`src/rtl/multicycle_alu.sv`:
```
`timescale 1ns/1ps
// multicycle_alu: handshaked execute ALU with registered results and iterative MUL/UDIV/UMOD.
// Define MULTICYCLE_ALU_DIV_EN to build the divider; without it UDIV/UMOD decode as unknown uops.
module multicycle_alu #(
    parameter int WIDTH = 32,
    parameter int TAG_W = 4
) (
    input  logic             clk,
    input  logic             rst,
    input  logic             in_valid,
    output logic             in_ready,
    input  logic [4:0]       uop,
    input  logic [WIDTH-1:0] lhs,
    input  logic [WIDTH-1:0] rhs,
    input  logic [TAG_W-1:0] in_tag,
    output logic             out_valid,
    input  logic             out_ready,
    output logic [WIDTH-1:0] result,
    output logic [3:0]       flags,
    output logic             out_wb,
    output logic [TAG_W-1:0] out_tag
);
    localparam int CW = $clog2(WIDTH) + 1;
    localparam logic [CW-1:0] LAST_ITER = CW'(WIDTH - 1);

    localparam logic [4:0] UOP_ADD  = 5'b00001;
    localparam logic [4:0] UOP_SUB  = 5'b00010;
    localparam logic [4:0] UOP_AND  = 5'b00011;
    localparam logic [4:0] UOP_XOR  = 5'b00100;
    localparam logic [4:0] UOP_CMP  = 5'b00101;
    localparam logic [4:0] UOP_LSL  = 5'b00110;
    localparam logic [4:0] UOP_LSR  = 5'b00111;
    localparam logic [4:0] UOP_MOV  = 5'b01000;
    localparam logic [4:0] UOP_STR  = 5'b01001;
    localparam logic [4:0] UOP_LDR  = 5'b01010;
    localparam logic [4:0] UOP_MUL  = 5'b01011;
    localparam logic [4:0] UOP_UDIV = 5'b01100;
    localparam logic [4:0] UOP_UMOD = 5'b01101;

    typedef enum logic [1:0] {IDLE = 2'd0, BUSY = 2'd1, DONE = 2'd2} state_t;

    state_t             state_q, state_d;
    logic [CW-1:0]      cnt_q, cnt_d;
    logic [4:0]         op_q, op_d;
    logic [WIDTH-1:0]   opnd_q, opnd_d;
    logic [2*WIDTH-1:0] work_q, work_d;
    logic [WIDTH-1:0]   result_q, result_d;
    logic [3:0]         flags_q, flags_d;
    logic               wb_q, wb_d;
    logic [TAG_W-1:0]   tag_q, tag_d;

    logic               in_ready_s, accept_s;
    logic [WIDTH:0]     add_s, sub_s, shl_s;
    logic [WIDTH-1:0]   sc_res_s;
    logic               sc_c_s, sc_v_s, sc_wb_s, sc_multi_s;
    logic [WIDTH:0]     mul_sum_s;
    logic [2*WIDTH-1:0] mul_next_s, step_s;
    logic [WIDTH-1:0]   fin_res_s;
    logic               fin_c_s, fin_v_s;

    // Flags are packed {V,N,C,Z}, so Z lands in bit 0.
    function automatic logic [3:0] mk_flags(input logic [WIDTH-1:0] r, input logic c, input logic v);
        return {v, r[WIDTH-1], c, (r == {WIDTH{1'b0}})};
    endfunction

    // Single-cycle datapath and decode of which uops iterate.
    always_comb begin
        add_s      = {1'b0, lhs} + {1'b0, rhs};
        sub_s      = {1'b0, lhs} - {1'b0, rhs};
        shl_s      = {1'b0, lhs} << rhs;
        sc_res_s   = {WIDTH{1'b0}};
        sc_c_s     = 1'b0;
        sc_v_s     = 1'b0;
        sc_wb_s    = 1'b1;
        sc_multi_s = 1'b0;
        case (uop)
            UOP_ADD: begin
                sc_res_s = add_s[WIDTH-1:0];
                sc_c_s   = add_s[WIDTH];
                sc_v_s   = (lhs[WIDTH-1] == rhs[WIDTH-1]) && (add_s[WIDTH-1] != lhs[WIDTH-1]);
            end
            UOP_SUB, UOP_CMP: begin
                sc_res_s = sub_s[WIDTH-1:0];
                sc_c_s   = sub_s[WIDTH];
                sc_v_s   = (lhs[WIDTH-1] != rhs[WIDTH-1]) && (sub_s[WIDTH-1] != lhs[WIDTH-1]);
                sc_wb_s  = (uop != UOP_CMP);
            end
            UOP_AND: sc_res_s = lhs & rhs;
            UOP_XOR: sc_res_s = lhs ^ rhs;
            UOP_LSL: begin
                sc_res_s = shl_s[WIDTH-1:0];
                sc_c_s   = shl_s[WIDTH];
            end
            UOP_LSR: sc_res_s = lhs >> rhs;
            UOP_MOV: sc_res_s = rhs;
            UOP_STR, UOP_LDR: sc_res_s = add_s[WIDTH-1:0];
            UOP_MUL: sc_multi_s = 1'b1;
`ifdef MULTICYCLE_ALU_DIV_EN
            UOP_UDIV, UOP_UMOD: sc_multi_s = 1'b1;
`endif
            default: sc_wb_s = 1'b0;
        endcase
    end

    // Shift-add multiply step: {partial product, remaining multiplier bits}.
    always_comb begin
        mul_sum_s  = {1'b0, work_q[2*WIDTH-1:WIDTH]} +
                     (work_q[0] ? {1'b0, opnd_q} : {(WIDTH+1){1'b0}});
        mul_next_s = {mul_sum_s, work_q[WIDTH-1:1]};
    end

`ifdef MULTICYCLE_ALU_DIV_EN
    logic [WIDTH:0]     div_trial_s;
    logic [WIDTH-1:0]   div_diff_s;
    logic               div_borrow_s;
    logic [2*WIDTH-1:0] div_next_s;

    // Restoring divide step: {remainder, dividend shifting out / quotient shifting in}.
    always_comb begin
        div_trial_s  = {work_q[2*WIDTH-1:WIDTH], work_q[WIDTH-1]};
        div_borrow_s = (div_trial_s < {1'b0, opnd_q});
        div_diff_s   = div_trial_s[WIDTH-1:0] - opnd_q;
        div_next_s   = {(div_borrow_s ? div_trial_s[WIDTH-1:0] : div_diff_s),
                        work_q[WIDTH-2:0], ~div_borrow_s};
    end
`endif

    // Selects the iteration step and the final result for the op in flight.
    always_comb begin
        step_s    = mul_next_s;
        fin_res_s = mul_next_s[WIDTH-1:0];
        fin_c_s   = |mul_next_s[2*WIDTH-1:WIDTH];
        fin_v_s   = 1'b0;
        case (op_q)
`ifdef MULTICYCLE_ALU_DIV_EN
            UOP_UDIV: begin
                step_s    = div_next_s;
                fin_res_s = div_next_s[WIDTH-1:0];
                fin_c_s   = 1'b0;
                fin_v_s   = (opnd_q == {WIDTH{1'b0}});
            end
            UOP_UMOD: begin
                step_s    = div_next_s;
                fin_res_s = div_next_s[2*WIDTH-1:WIDTH];
                fin_c_s   = 1'b0;
                fin_v_s   = (opnd_q == {WIDTH{1'b0}});
            end
`endif
            default: fin_v_s = 1'b0;
        endcase
    end

    // Next-state logic: acceptance reloads everything; otherwise iterate, hold or retire.
    always_comb begin
        state_d    = state_q;
        cnt_d      = cnt_q;
        op_d       = op_q;
        opnd_d     = opnd_q;
        work_d     = work_q;
        result_d   = result_q;
        flags_d    = flags_q;
        wb_d       = wb_q;
        tag_d      = tag_q;
        in_ready_s = (state_q == IDLE) || ((state_q == DONE) && out_ready);
        accept_s   = in_valid && in_ready_s;
        if (accept_s) begin
            state_d  = sc_multi_s ? BUSY : DONE;
            cnt_d    = {CW{1'b0}};
            op_d     = uop;
            opnd_d   = rhs;
            work_d   = {{WIDTH{1'b0}}, lhs};
            result_d = sc_res_s;
            flags_d  = mk_flags(sc_res_s, sc_c_s, sc_v_s);
            wb_d     = sc_wb_s;
            tag_d    = in_tag;
        end else begin
            case (state_q)
                IDLE: state_d = IDLE;
                BUSY: begin
                    work_d = step_s;
                    cnt_d  = cnt_q + {{(CW-1){1'b0}}, 1'b1};
                    if (cnt_q == LAST_ITER) begin
                        state_d  = DONE;
                        cnt_d    = {CW{1'b0}};
                        result_d = fin_res_s;
                        flags_d  = mk_flags(fin_res_s, fin_c_s, fin_v_s);
                    end else begin
                        state_d = BUSY;
                    end
                end
                DONE:    state_d = out_ready ? IDLE : DONE;
                default: state_d = IDLE;
            endcase
        end
    end

    // State and datapath registers with synchronous reset.
    always_ff @(posedge clk) begin
        if (rst) begin
            state_q  <= IDLE;
            cnt_q    <= {CW{1'b0}};
            op_q     <= 5'b00000;
            opnd_q   <= {WIDTH{1'b0}};
            work_q   <= {(2*WIDTH){1'b0}};
            result_q <= {WIDTH{1'b0}};
            flags_q  <= 4'b0000;
            wb_q     <= 1'b0;
            tag_q    <= {TAG_W{1'b0}};
        end else begin
            state_q  <= state_d;
            cnt_q    <= cnt_d;
            op_q     <= op_d;
            opnd_q   <= opnd_d;
            work_q   <= work_d;
            result_q <= result_d;
            flags_q  <= flags_d;
            wb_q     <= wb_d;
            tag_q    <= tag_d;
        end
    end

    assign in_ready  = in_ready_s;
    assign out_valid = (state_q == DONE);
    assign result    = result_q;
    assign flags     = flags_q;
    assign out_wb    = wb_q;
    assign out_tag   = tag_q;

endmodule

```
`config.mk`:
```
export PLATFORM = sky130hd
export DESIGN_NAME = multicycle_alu
export DESIGN_NICKNAME = d
export VERILOG_FILES = /design/src/rtl/multicycle_alu.sv
export SDC_FILE = /design/constraint.sdc
export NUM_CORES = 1
export LEC_CHECK = 0
export BUFFER_PORTS_ARGS = -buffer_cell sky130_fd_sc_hd__buf_2
export CORE_MARGIN = 2
export CORE_UTILIZATION = 30
export DETAILED_ROUTE_END_ITERATION = 6
export GPL_TIMING_DRIVEN = 0
export PLACE_DENSITY = 0.44
export SYNTH_ARGS = -nofsm -noshare
export SYNTH_HDL_FRONTEND = slang
export SYNTH_SLANG_ARGS = --single-unit
```
`constraint.sdc`:
```
create_clock -name clk -period 4.4 [get_ports clk]
set_input_delay 0.88 -clock clk [delete_from_list [all_inputs] [get_ports clk]]
set_output_delay 0.88 -clock clk [all_outputs]
set_load 0.02 [all_outputs]
```
==> qor.csv <==
stage;metric;value;unit
run_status;outcome;complete, but fails checks;
run_status;violations;negative setup slack;
global_route;grt_first_pass_wirelength;141400;um
timing;report.final.hold_viol_count;0;
place;dpl.cell_count;3198;
place;detailedPlacementHpwl;78830;um
place;port_buffers;117;
synth;commonest_cells_in_the_netlist;276 x sky130_fd_sc_hd__nand2_1, 210 x sky130_fd_sc_hd__nor2_1, 156 x sky130_fd_sc_hd__a21oi_1;
floorplanning;io-pin-count;120;
power_and_ir_drop;power.share.clock;29.4;%
timing;finalSetupViolCount;2;
layout;count_of_filler_cells_inserted_in_the_layout;6250;
synth;post_synthesis_net_count;2494;
hold_path;worstHoldPathCells;2;
routing;wirelength;99600;um
synth;yosysSeqAreaShare;16.54;%
worst_setup_path;crit_arrival;4.78;ns
synth;synth_warnings;0;
routing;drt_drc_violations_left;0;
power_and_ir_drop;combinationalPowerShare;42.0;%
timing;min_period;4.405;ns
clock_tree;tritoncts_num_sinks;144;
power_and_ir_drop;p_per_area;241.4;mW/mm^2
timing;final.setup_skew;0.01111;ns
clock_tree;clk_root_buffer_cell;sky130_fd_sc_hd__clkbuf_16;
clock_tree;cts.hold.buffers_added;0;
power_and_ir_drop;leak_pwr;0.007888;uW
layout;areaGrowthSynthToFinish;19.34;%
timing;max_clock_freq;0.2270;GHz
timing;grt_setup_unrepaired;true;
timing;timing.final.ws_setup;-0.004609;ns
floorplanning;initial_util;30.26;%
timing;holdWs;0.4524;ns
floorplanning;die_y;245.0;um
layout;post_route_cells_drive_above_1_share;19.24;%
routing;drt-initial-drc-count;1981;
worst_setup_path;startpoint_of_the_worst_slack_reg_to_reg_timing_path;work_q[0];
power_and_ir_drop;cell_internal_pwr;2877;uW
synth;post-synth-top-count-cell;sky130_fd_sc_hd__nand2_1;
timing;worst_slew_pin_slew;1.228;ns
hold_path;worstHoldEndpoint;opnd_q[2];
synth;synth.avg_cell_area;7.531;um^2
power_and_ir_drop;power.switching_fraction;42.68;%
power_and_ir_drop;proportion_of_power_drawn_by_flip_flops_and_latches;28.6;%
synth;netlist_top_cells_area;sky130_fd_sc_hd__dfxtp_1 17%, sky130_fd_sc_hd__ha_1 7.2%, sky130_fd_sc_hd__mux4_2 7.1%;
synth;postSynthCellCount;2314;
worst_setup_path;ff2ff_path_depth;16;
power_and_ir_drop;ir_worst_vdd;0.2095;mV
floorplanning;rows;88;
clock_tree;cts_max_path_buffers;2;
place;final_weighted_congestion_of_routability_driven_global_placement;1.051;
power_and_ir_drop;total_power;5020;uW
synth;synth.ff_latch_count;144;
synth;yosys.area.top_type;sky130_fd_sc_hd__dfxtp_1;
routing;wl_per_cell;30.48;um
floorplanning;floorplan.die.width;245.0;um
synth;post_synth_instance_area;0.01743;mm^2
timing;setup-tns-final;-0.005767;ns
floorplanning;core_region_area;0.05759;mm^2
layout;num-nets-final;2667;
flow_run;drv.max_cap_violation_count;0;
synth;synth_enable_flop_cells;0;
power_and_ir_drop;net-switching-power;2142;uW
timing;drv_slew;0;
hold_path;timing.hold.worst.class;flop to flop;
global_route;grt_start_max_net_pins;17;
layout;finish.cell_count_without_fillers;3268;
clock_tree;worst_setup_hold_path_clk_slew;0.07;ns
clock_tree;tritoncts;built;
clock_tree;numCtsBuffers;17;
timing;timing.max_slew.rel_slack;18.15;%
routing;vias;20670;
worst_setup_path;timing.critical_path.to_type;flop;
worst_setup_path;critical_path_peak_fanout;10;
synth;synth-main-ff-cell;sky130_fd_sc_hd__dfxtp_1;
floorplanning;die_area;0.06003;mm^2
synth;async_reset_ff_share;0;%
worst_setup_path;rrSetupSlack;0.17;ns
synth;synth_top_area_share;16.54;%
global_route;grtUsageTotal;32.48;%
timing;fin_crit_sh;100.1;%
hold_path;hold_start;opnd_q[2];
routing;drt_first_pass_iters;6;
routing;postRouteAntennaNets;0;
synth;number_of_different_library_cells_in_the_post_synthesis_netlist;94;
worst_setup_path;crit_reg_reg_endpoint;flags[1];
worst_setup_path;critPathLaunchType;input pin;
global_route;antenna_found_initial;2;
global_route;first_global_vias;20140;
worst_setup_path;timing_worst_setup_path_type;input pin to flop;
worst_setup_path;worst-endpoint-required;4.77;ns
routing;drt-vias-per-instance;6.325;
clock_tree;clk-insertion-delay-late;0.48;ns
global_route;overflow_left_after_global_routing;0;
clock_tree;htreeDepth;4;
## metrics by stage
stage          util (%)  instance area, um^2  worst slack, ns
6_report          36.12                20800        -0.004609
2_1_floorplan         -                17440          0.02668
4_1_cts           35.43                20400         -0.04048
3_5_place_dp      33.01                19010           -2.334
5_1_grt           36.10                20790         -0.04386
3_3_place_gp      32.97                18990           -2.658
## area by class of cell
cell class	count	area (um^2)	share of cell area [%]
diodes	3	7.507	0.03610
plain buffers	194	997.2	4.795
clock buffers	17	425.4	2.045
clock inverters	15	146.4	0.7039
inverters	73	302.8	1.456
multi-input cells	1899	14160	68.08
flip-flops and latches	144	2884	13.87
well taps	765	957.2	4.602
repair buffers	158	918.4	4.416
## cells in the final DEF, fill, tap and decap left out, drive strengths merged, types with 22 or more instances in the layout
| cell type | Yosys | layout |
|---|---|---|
| a211oi | 91 | 91 |
| a21o | 29 | 29 |
| a21oi | 157 | 157 |
| a221oi | 23 | 23 |
| a311oi | 29 | 29 |
| and2 | 40 | 40 |
| and3 | 25 | 25 |
| buf | 60 | 215 |
| clkbuf | 138 | 154 |
| dfxtp | 144 | 144 |
| ha | 100 | 100 |
| inv | 71 | 76 |
| mux2 | 32 | 32 |
| mux2i | 104 | 104 |
| mux4 | 55 | 55 |
| nand2 | 276 | 276 |
| nand2b | 22 | 22 |
| nand3 | 61 | 61 |
| nand4 | 25 | 25 |
| nor2 | 210 | 210 |
| nor2b | 30 | 30 |
| nor3 | 69 | 69 |
| nor4 | 36 | 36 |
| o211ai | 28 | 28 |
| o21ai | 86 | 86 |
## sequential cells by signal, summed over array words and instances (netlist names)
signal   flops
work_q      64
opnd_q      32
result      31
cnt_q        6
flags        4
out_tag      4
state_q      2
out_wb       1
## layer usage
layer	track usage [%]	routed length (um)	up-vias
met3	5.948	7633	314
li1	-	-	9107
met4	20.25	6944	2
met2	53.14	45640	1080
met1	39.37	39370	10170
met5	0	10	-
## critical path: stages
cell and delay (ns):
sky130_fd_sc_hd__buf_2 0.12, sky130_fd_sc_hd__clkbuf_1 0.48, sky130_fd_sc_hd__nand3b_1 0.19, sky130_fd_sc_hd__a211oi_1 0.61, sky130_fd_sc_hd__buf_2 0.34, sky130_fd_sc_hd__buf_2 0.40, sky130_fd_sc_hd__buf_2 0.40, sky130_fd_sc_hd__buf_2 0.38
sky130_fd_sc_hd__nand3_1 0.14, sky130_fd_sc_hd__a22oi_2 0.33, sky130_fd_sc_hd__buf_4 0.18, sky130_fd_sc_hd__nor2_1 0.04, sky130_fd_sc_hd__a311oi_1 0.25
## repair_timing
action                                  CTS  global route
gates resized for setup                 133            85
endpoints found under the setup margin   30            12
pin swaps                                28            40
buffers inserted                         30             9
## power groups by stage
stage	Combinational [uW]	Sequential [uW]	Clock, uW
2_1_floorplan	1080	1480	0
3_3_place_gp	1860	1460	0
3_5_place_dp	1860	1460	0
4_1_cts	1980	1430	1500
5_1_grt	2190	1440	1560
6_report	2110	1440	1480
## worst max path at each step
stage                 endpoint    from  slack (ns)
CTS                   flags[0]  uop[0]       -0.04
global route          flags[0]  rhs[0]       -0.04
floorplan             flags[0]  rhs[2]        0.03
finish              result[25]  uop[3]      -0.005
detailed placement    flags[0]  rhs[3]       -2.33
global placement      flags[0]  rhs[3]       -2.66
## cells by family (layout without fill, tap and decap cells)
kind of cell	after synthesis	after routing	share of synthesized area, %
simple gates	880	880	24.24
flops	144	144	16.54
mux	191	191	15.15
xor+xnor	35	35	1.759
compound gates	690	690	28.39
fa+ha+maj	103	103	7.524
other cells	0	3	0
buf+inv	271	457	6.397
No activity file was read; power rests on OpenSTA's default activity.
